--- config.mk ---
export PLATFORM = sky130hd
export DESIGN_NAME = tlc_safety_monitor
export DESIGN_NICKNAME = d
export VERILOG_FILES = /design/src/rtl/tlc_safety_monitor.sv
export SDC_FILE = /design/constraint.sdc
export NUM_CORES = 1
export LEC_CHECK = 0
export ABC_AREA = 1
export CELL_PAD_IN_SITES_DETAIL_PLACEMENT = 1
export CELL_PAD_IN_SITES_GLOBAL_PLACEMENT = 2
export CORE_UTILIZATION = 33
export CTS_CLUSTER_DIAMETER = 60
export DETAILED_ROUTE_END_ITERATION = 10
export PLACE_DENSITY_LB_ADDON = 0.1
export SLEW_MARGIN = 30
export SYNTH_ARGS = -nofsm -noshare
export SYNTH_HDL_FRONTEND = slang
export SYNTH_SLANG_ARGS = --single-unit
--- constraint.sdc ---
create_clock -name clk -period 3 [get_ports clk]
set_clock_uncertainty 0.05 [all_clocks]
set_input_delay 0.6 -clock clk [delete_from_list [all_inputs] [get_ports clk]]
set_output_delay 0.6 -clock clk [all_outputs]
set_load 0.1 [all_outputs]
--- src/rtl/tlc_safety_monitor.sv ---
// Traffic-light safety monitor.
// Watches the highway/country light codes and the pedestrian signal once per
// enabled clock. It flags illegal codes, conflicting greens, bad sequencing,
// short yellows and highway starvation. The first fault is captured in a
// sticky flag/code pair. All fault events are counted, and completed
// country phases are counted as well.
module tlc_safety_monitor #(
    parameter int unsigned MIN_YELLOW = 4,
    parameter int unsigned MAX_RED    = 32
) (
    input  logic       clk,
    input  logic       rst,
    input  logic       en,
    input  logic       clr_fault,
    input  logic [1:0] highway,
    input  logic [1:0] country,
    input  logic       pedestrian_light,
    output logic       fault,
    output logic [2:0] fault_code,
    output logic [7:0] fault_count,
    output logic [7:0] phase_count
);

    localparam logic [1:0] CODE_RED = 2'b00;
    localparam logic [1:0] CODE_YEL = 2'b01;
    localparam logic [1:0] CODE_GRN = 2'b10;
    localparam logic [1:0] CODE_ILL = 2'b11;

    localparam logic [2:0] FC_NONE    = 3'd0;
    localparam logic [2:0] FC_ILLEGAL = 3'd1;
    localparam logic [2:0] FC_CONFL   = 3'd2;
    localparam logic [2:0] FC_PED     = 3'd3;
    localparam logic [2:0] FC_BADTR   = 3'd4;
    localparam logic [2:0] FC_SHORTY  = 3'd5;
    localparam logic [2:0] FC_STARVE  = 3'd6;

    localparam logic [3:0] MIN_YELLOW_L = 4'(MIN_YELLOW);
    localparam logic [7:0] MAX_RED_L    = 8'(MAX_RED);
    // The red dwell counter stops one past MAX_RED, so the starvation
    // compare can only match once per red interval.
    localparam logic [7:0] RED_SAT_L    = 8'(MAX_RED + 1);

    // The only legal code changes are G->Y, Y->R and R->G.
    // Holding the same code is also legal.
    function automatic logic step_is_legal(input logic [1:0] prev_code,
                                           input logic [1:0] cur_code);
        logic ok;
        ok = 1'b0;
        if (prev_code == cur_code) begin
            ok = 1'b1;
        end else begin
            case ({prev_code, cur_code})
                {CODE_GRN, CODE_YEL}: ok = 1'b1;
                {CODE_YEL, CODE_RED}: ok = 1'b1;
                {CODE_RED, CODE_GRN}: ok = 1'b1;
                default:              ok = 1'b0;
            endcase
        end
        return ok;
    endfunction

    // An illegal code on either side makes the transition meaningless.
    // Such a sample is left entirely to the illegal-code check.
    function automatic logic bad_step(input logic [1:0] prev_code,
                                      input logic [1:0] cur_code);
        logic checked;
        checked = (prev_code != CODE_ILL) && (cur_code != CODE_ILL);
        return checked && !step_is_legal(prev_code, cur_code);
    endfunction

    // Y->R with fewer yellow samples than required.
    function automatic logic short_yellow(input logic [1:0] prev_code,
                                          input logic [1:0] cur_code,
                                          input logic [3:0] dwell);
        return (prev_code == CODE_YEL) && (cur_code == CODE_RED) &&
               (dwell < MIN_YELLOW_L);
    endfunction

    // The yellow dwell counter counts consecutive yellow samples.
    // It saturates at 15.
    function automatic logic [3:0] yel_dwell_next(input logic [1:0] code,
                                                  input logic [3:0] dwell);
        logic [3:0] nxt;
        if (code != CODE_YEL) begin
            nxt = 4'd0;
        end else if (dwell == 4'hF) begin
            nxt = dwell;
        end else begin
            nxt = dwell + 4'd1;
        end
        return nxt;
    endfunction

    // When several checks hit in the same sample, the lowest-numbered one is reported.
    function automatic logic [2:0] lowest_hit(input logic [5:0] hits);
        logic [2:0] code;
        if (hits[0]) begin
            code = FC_ILLEGAL;
        end else if (hits[1]) begin
            code = FC_CONFL;
        end else if (hits[2]) begin
            code = FC_PED;
        end else if (hits[3]) begin
            code = FC_BADTR;
        end else if (hits[4]) begin
            code = FC_SHORTY;
        end else if (hits[5]) begin
            code = FC_STARVE;
        end else begin
            code = FC_NONE;
        end
        return code;
    endfunction

    logic [1:0] hw_prev_r;
    logic [1:0] cr_prev_r;
    logic [3:0] hw_yel_dwell_r;
    logic [3:0] cr_yel_dwell_r;
    logic [7:0] hw_red_dwell_r;
    logic       fault_r;
    logic [2:0] fault_code_r;
    logic [7:0] fault_count_r;
    logic [7:0] phase_count_r;

    logic [5:0] hit_s;
    logic       event_s;
    logic [2:0] event_code_s;
    logic       fault_next_s;
    logic [2:0] fault_code_next_s;
    logic [7:0] fault_count_next_s;
    logic [7:0] phase_count_next_s;
    logic [3:0] hw_yel_dwell_next_s;
    logic [3:0] cr_yel_dwell_next_s;
    logic [7:0] hw_red_dwell_next_s;

    // Per-sample safety checks; every check is silent while disabled
    always_comb begin
        hit_s = 6'b000000;
        if (en) begin
            hit_s[0] = (highway == CODE_ILL) || (country == CODE_ILL);
            hit_s[1] = (highway != CODE_RED) && (country != CODE_RED);
            hit_s[2] = pedestrian_light && (highway != CODE_RED);
            hit_s[3] = bad_step(hw_prev_r, highway) || bad_step(cr_prev_r, country);
            hit_s[4] = short_yellow(hw_prev_r, highway, hw_yel_dwell_r) ||
                       short_yellow(cr_prev_r, country, cr_yel_dwell_r);
            hit_s[5] = (highway == CODE_RED) && (hw_red_dwell_r == MAX_RED_L);
        end else begin
            hit_s = 6'b000000;
        end
    end

    // Next-state for the sticky fault, counters and dwell trackers
    always_comb begin
        event_s             = |hit_s;
        event_code_s        = lowest_hit(hit_s);
        fault_next_s        = fault_r;
        fault_code_next_s   = fault_code_r;
        fault_count_next_s  = fault_count_r;
        phase_count_next_s  = phase_count_r;
        hw_yel_dwell_next_s = 4'd0;
        cr_yel_dwell_next_s = 4'd0;
        hw_red_dwell_next_s = 8'd0;

        // A new event overrides a simultaneous clear and captures its own code.
        if (event_s && (!fault_r || clr_fault)) begin
            fault_next_s      = 1'b1;
            fault_code_next_s = event_code_s;
        end else if (event_s) begin
            fault_next_s      = fault_r;
            fault_code_next_s = fault_code_r;
        end else if (clr_fault) begin
            fault_next_s      = 1'b0;
            fault_code_next_s = FC_NONE;
        end else begin
            fault_next_s      = fault_r;
            fault_code_next_s = fault_code_r;
        end

        if (event_s && (fault_count_r != 8'hFF)) begin
            fault_count_next_s = fault_count_r + 8'd1;
        end else begin
            fault_count_next_s = fault_count_r;
        end

        if (en && (cr_prev_r == CODE_YEL) && (country == CODE_RED)) begin
            phase_count_next_s = phase_count_r + 8'd1;
        end else begin
            phase_count_next_s = phase_count_r;
        end

        if (en) begin
            hw_yel_dwell_next_s = yel_dwell_next(highway, hw_yel_dwell_r);
            cr_yel_dwell_next_s = yel_dwell_next(country, cr_yel_dwell_r);
            if (highway != CODE_RED) begin
                hw_red_dwell_next_s = 8'd0;
            end else if (hw_red_dwell_r == RED_SAT_L) begin
                hw_red_dwell_next_s = hw_red_dwell_r;
            end else begin
                hw_red_dwell_next_s = hw_red_dwell_r + 8'd1;
            end
        end else begin
            hw_yel_dwell_next_s = 4'd0;
            cr_yel_dwell_next_s = 4'd0;
            hw_red_dwell_next_s = 8'd0;
        end
    end

    // State register. The previous-code registers track the inputs even while disabled.
    always_ff @(posedge clk) begin
        if (rst) begin
            hw_prev_r      <= CODE_GRN;
            cr_prev_r      <= CODE_RED;
            hw_yel_dwell_r <= 4'd0;
            cr_yel_dwell_r <= 4'd0;
            hw_red_dwell_r <= 8'd0;
            fault_r        <= 1'b0;
            fault_code_r   <= FC_NONE;
            fault_count_r  <= 8'd0;
            phase_count_r  <= 8'd0;
        end else begin
            hw_prev_r      <= highway;
            cr_prev_r      <= country;
            hw_yel_dwell_r <= hw_yel_dwell_next_s;
            cr_yel_dwell_r <= cr_yel_dwell_next_s;
            hw_red_dwell_r <= hw_red_dwell_next_s;
            fault_r        <= fault_next_s;
            fault_code_r   <= fault_code_next_s;
            fault_count_r  <= fault_count_next_s;
            phase_count_r  <= phase_count_next_s;
        end
    end

    assign fault       = fault_r;
    assign fault_code  = fault_code_r;
    assign fault_count = fault_count_r;
    assign phase_count = phase_count_r;

endmodule

* After elaboration in Yosys (flattened, before gate mapping)
Cells that the tools add are included.
Widths: inputs -> output; s select.
** Operators by class
- Add/subtract/negate cells :: 5
- Magnitude comparators :: 2
- Equality and inequality tests :: 24
- Mux-type cells :: 19
- Bitwise logic cells :: 1
- Reductions and logical operators :: 34
** Operators by type and width (number)
- $mux 3 :: 9
- $add 8x1->8 const B :: 3
- $eq 4x4->1 const B :: 4
- $eq 8x6->1 const B :: 2
- $logic_and 1x1->1 :: 15
- $reduce_or 3->1 :: 5
- $mux 1 :: 9
- $add 4x1->4 const B :: 2
- $eq 4x2->1 const B :: 2
- $eq 4x3->1 const B :: 2
- $lt 4x3->1 const B :: 2
- $ne 2x2->1 const B :: 4
- $ne 8x8->1 const B :: 1
- $mux 6 :: 1
- $ne 2x1->1 const B :: 3
- $reduce_bool 2->1 :: 3
- $reduce_or 6->1 :: 1
- $eq 2x1->1 const B :: 2
- $eq 2x2->1 :: 2
- $eq 2x2->1 const B :: 2
- $logic_not 2->1 :: 2
- $logic_or 1x1->1 :: 4
- $logic_not 1->1 :: 3
- $reduce_and 2->1 :: 1
- $not 1->1 :: 1
** Word-level totals
- Bits in registers :: 40
- Input port bits :: 9
- Output and inout port bits :: 20
- Logic and storage cells :: 94

* Depth between registers and ports, before layout
- Word-level depth :: 16
- Gate-level depth with buffers :: 12

* Worst setup path after synthesis
No wires, ideal clock.
- Path kind :: reg2reg
- From :: reg fault_count_r[0] (netlist: fault_count[0])
- To :: reg fault_count_r[0] (netlist: fault_count[0])
- Setup time :: 0.117 ns
- Data arrival time :: 2.131 ns
- Slack :: 0.702 ns
- Stages on the path, launching flop included :: 9
- Path buffers :: 0
- Period minus slack after synthesis :: 2.298 ns
- Path through :: dfxtp_1 -> ha_1 -> nand2_1 -> nor3b_1 -> nand2_1 -> nand2_4 -> inv_6 -> nor2_1 -> nor2_1
** Between the ends
- Longest elaborated chain between the ends :: 2
- Elaborated cells on any way between the ends :: 3
** Ends and longest elaborated chain
- from (decl) :: line 122 : logic [7:0] fault_count_r;
- from (signal assigned) :: line 228 : fault_count_r <= fault_count_next_s;
- parallel branches: the longest is 2 deep, another holds $add 8x1->8
Parallel ways; which one is timed is not known.
A chain may end at the register's enable or synchronous reset.

* Worst setup path after layout
- From :: in country[1]
- To :: reg phase_count_r[6] (netlist: phase_count[6])
** Between the ends
- Longest elaborated chain between the ends :: 2
** Ends and longest elaborated chain
- from (decl) :: line 16 : input logic [1:0] country,
- $logic_not 2->1 :: line 185 : if (en && (cr_prev_r == CODE_YEL) && (country == CODE_RED)) begin
- $logic_and 1x1->1 :: line 185
- to (signal assigned) :: line 229 : phase_count_r <= phase_count_next_s;
- to (decl) :: line 123 : logic [7:0] phase_count_r;
No other way between the ends.

==> impl_metrics.json <==
{
  "status": "complete, no violations",
  "grt_pass1_wl_um": 8040,
  "final_antenna_net_count": 0,
  "final_cell_mix": "47 x nand2_1, 40 x inv_1, 40 x dfxtp_1",
  "place_congestion": 0.770,
  "via_per_inst": 4.73,
  "ir_drop_uv": 213,
  "vias": 1827,
  "clock_sinks": 40,
  "core-area_mm2": 0.00589,
  "io_pins": 29,
  "ys_seq_area_frac": 0.399,
  "power.share.combinational": 0.152,
  "power.internal_uw": 923,
  "cts_tree": "built",
  "p_clk_frac": 0.407,
  "routed_wl_um": 4520,
  "dr.first_iter.drc_count": 48,
  "pre_cts_ws_ns": 0.497,
  "total_power_mw": 1.26,
  "wire_per_inst_um": 11.7,
  "max_freq_mhz": 462,
  "post-route-period-util": 0.722,
  "hpwl_um": 3500,
  "r2r_end": "fault_count[0]",
  "synth_area_per_cell_um2": 7.25,
  "diodes": 0,
  "synth_ff_type": "dfxtp_1",
  "placed_area_mm2": 0.00233,
  "nets": 327,
  "hp-class": "register to register",
  "clk_pin_slew_ns": 0.08,
  "rsz0062_at_grt": "no",
  "cts_made_buffers": 5,
  "fin_area_mm2": 0.00246,
  "powerDensity_mw_per_mm2": 513,
  "setup_slack_ns": 0.834,
  "insertion_delay_ns": 0.29,
  "crit_path_max_fanout": 9,
  "firstDrtPassIters": 4,
  "grt_max_degree": 18,
  "setup_viol_count_final": 0,
  "path_class": "input pin to register",
  "worst_ep_arrival_time_ns": 2.31,
  "antenna_found_initial": 0,
  "leakagePower_nw": 1.04,
  "cts_resized": 0,
  "tns_ns": 0,
  "rows": 28,
  "dieArea_mm2": 0.00640,
  "fin_crit_ns": 2.17,
  "p_sw_uw": 339,
  "postCtsSetupRepairBufs": 0,
  "synth_cell_types": 35,
  "required_ns": 3.14,
  "ys_ff_latch": 40,
  "die_y_um": 80.0,
  "cts_root_buf": "clkbuf_8",
  "yosysWarnings": 0,
  "timing.slew.headroom": 0.755,
  "timing.final.max_slew_violations": 0,
  "clock_path_buffers": 2,
  "cp-start-kind": "input pin",
  "grtUsageTotal": 0.161,
  "yosysTopAreaCellShare": 0.399,
  "holdPathEnd": "phase_count[7]",
  "reg2reg_slack_ns": 1.29,
  "holdWs_ns": 0.432,
  "synth_top_area_cell": "dfxtp_1",
  "initial_core_util": 0.341,
  "p_seq_frac": 0.441,
  "end_kind": "register",
  "numPortBuffers": 28,
  "synth-edff-count": 0,
  "layout_commonest_cell": "nand2_1",
  "tightest_slew_ns": 0.365,
  "h-tree-depth": 2,
  "worstRegToRegCells": 12,
  "hold_viol": 0,
  "synth-async-reset-ratio": 0,
  "ctsHoldBuffers": 0,
  "switching_share": 0.269,
  "overflow": 0,
  "fp.dieW_um": 80.0,
  "r2r-start": "hw_red_dwell_r[0]",
  "drive_gt1_frac": 0.145,
  "maxCapViolations": 0,
  "syn_inst": 277,
  "synth_area_leaders": "dfxtp_1 40%, nand2_1 8.8%, inv_1 7.5%",
  "drc": 0,
  "syn_area_mm2": 0.00201,
  "grt_pass1_vias": 1733,
  "holdPathStages": 2,
  "hold_start": "phase_count[7]",
  "syn2layout_area_growth_pct": 22.5,
  "synth_nets": 293
}
[through the flow]
| stage | utilization | cells |
|---|---|---|
| 2_1_floorplan | - | 277 |
| 3_3_place_gp | 0.396 | 379 |
| 3_5_place_dp | 0.396 | 379 |
| 4_1_cts | 0.418 | 386 |
| 5_1_grt | 0.418 | 386 |
| 6_report | 0.418 | 386 |
[how the worst max path moves through the flow]
stage | slack, ns | end | startpoint | cells after the start
6_report | 0.83 | phase_count[6] | country[1] | 8
5_1_grt | 0.65 | phase_count[6] | country[1] | 8
4_1_cts | 0.80 | phase_count[6] | country[1] | 8
3_5_place_dp | 0.50 | phase_count[6] | country[1] | 8
3_3_place_gp | 0.51 | phase_count[6] | country[1] | 8
2_1_floorplan | 0.70 | fault_count[0] | fault_count[0] | 8
[cell type report]
cell class	instances	area (um2)
clock buffer	5	68.8
clock inverter	2	60.1
fill	757	3430
inverter	43	166
multi-input combinational	192	1030
sequential	40	801
tap	75	93.8
timing repair buffer	29	238
[worst max-delay path, cell delays in order]
cell	delay (ns)
clkdlybuf4s50_1	0.54
nor2_1	0.23
nand2_1	0.13
nor2_4	0.21
nand4_1	0.20
nor3_2	0.19
a21oi_1	0.10
o21a_1	0.10
[metal layers]
layer  wire [um]  global-route usage
met5           0                   0
met4          69              0.0589
met3         156              0.0377
met2        2010               0.254
met1        2280               0.214
[cells by family after synthesis]
family,Yosys count,synth area share
xor gates and xnor gates,9,0.0393
adders and majority gates,7,0.0436
AOI/OAI and AO/OA,51,0.142
buffers and inverters,45,0.0872
and+or+nand+nor,125,0.289
DFF,40,0.399
[cells in the mapped netlist, drive strengths merged (3+ instances only)]
cell	n
ha	7
xor2	6
nor3	9
nand4	3
dfxtp	40
o21ai	15
nand2	49
xnor2	3
o21a	3
a21oi	28
nor2	38
inv	43
nand3	20
[power groups by stage]
stage	clock network, mW	registers [mW]	logic, mW
6_report	0.513	0.557	0.191
4_1_cts	0.533	0.557	0.195
3_3_place_gp	0	0.570	0.192
2_1_floorplan	0	0.641	0.0703
3_5_place_dp	0	0.570	0.194
5_1_grt	0.555	0.559	0.211
[registers in the layout, summed over array words and instances, names as in the netlist]
name,count
fault,1
phase_count,8
cr_yel_dwell_r,4
hw_red_dwell_r,8
fault_code,3
hw_prev_r,2
hw_yel_dwell_r,4
fault_count,8
cr_prev_r,2
Power figures use the tool's default switching activity.
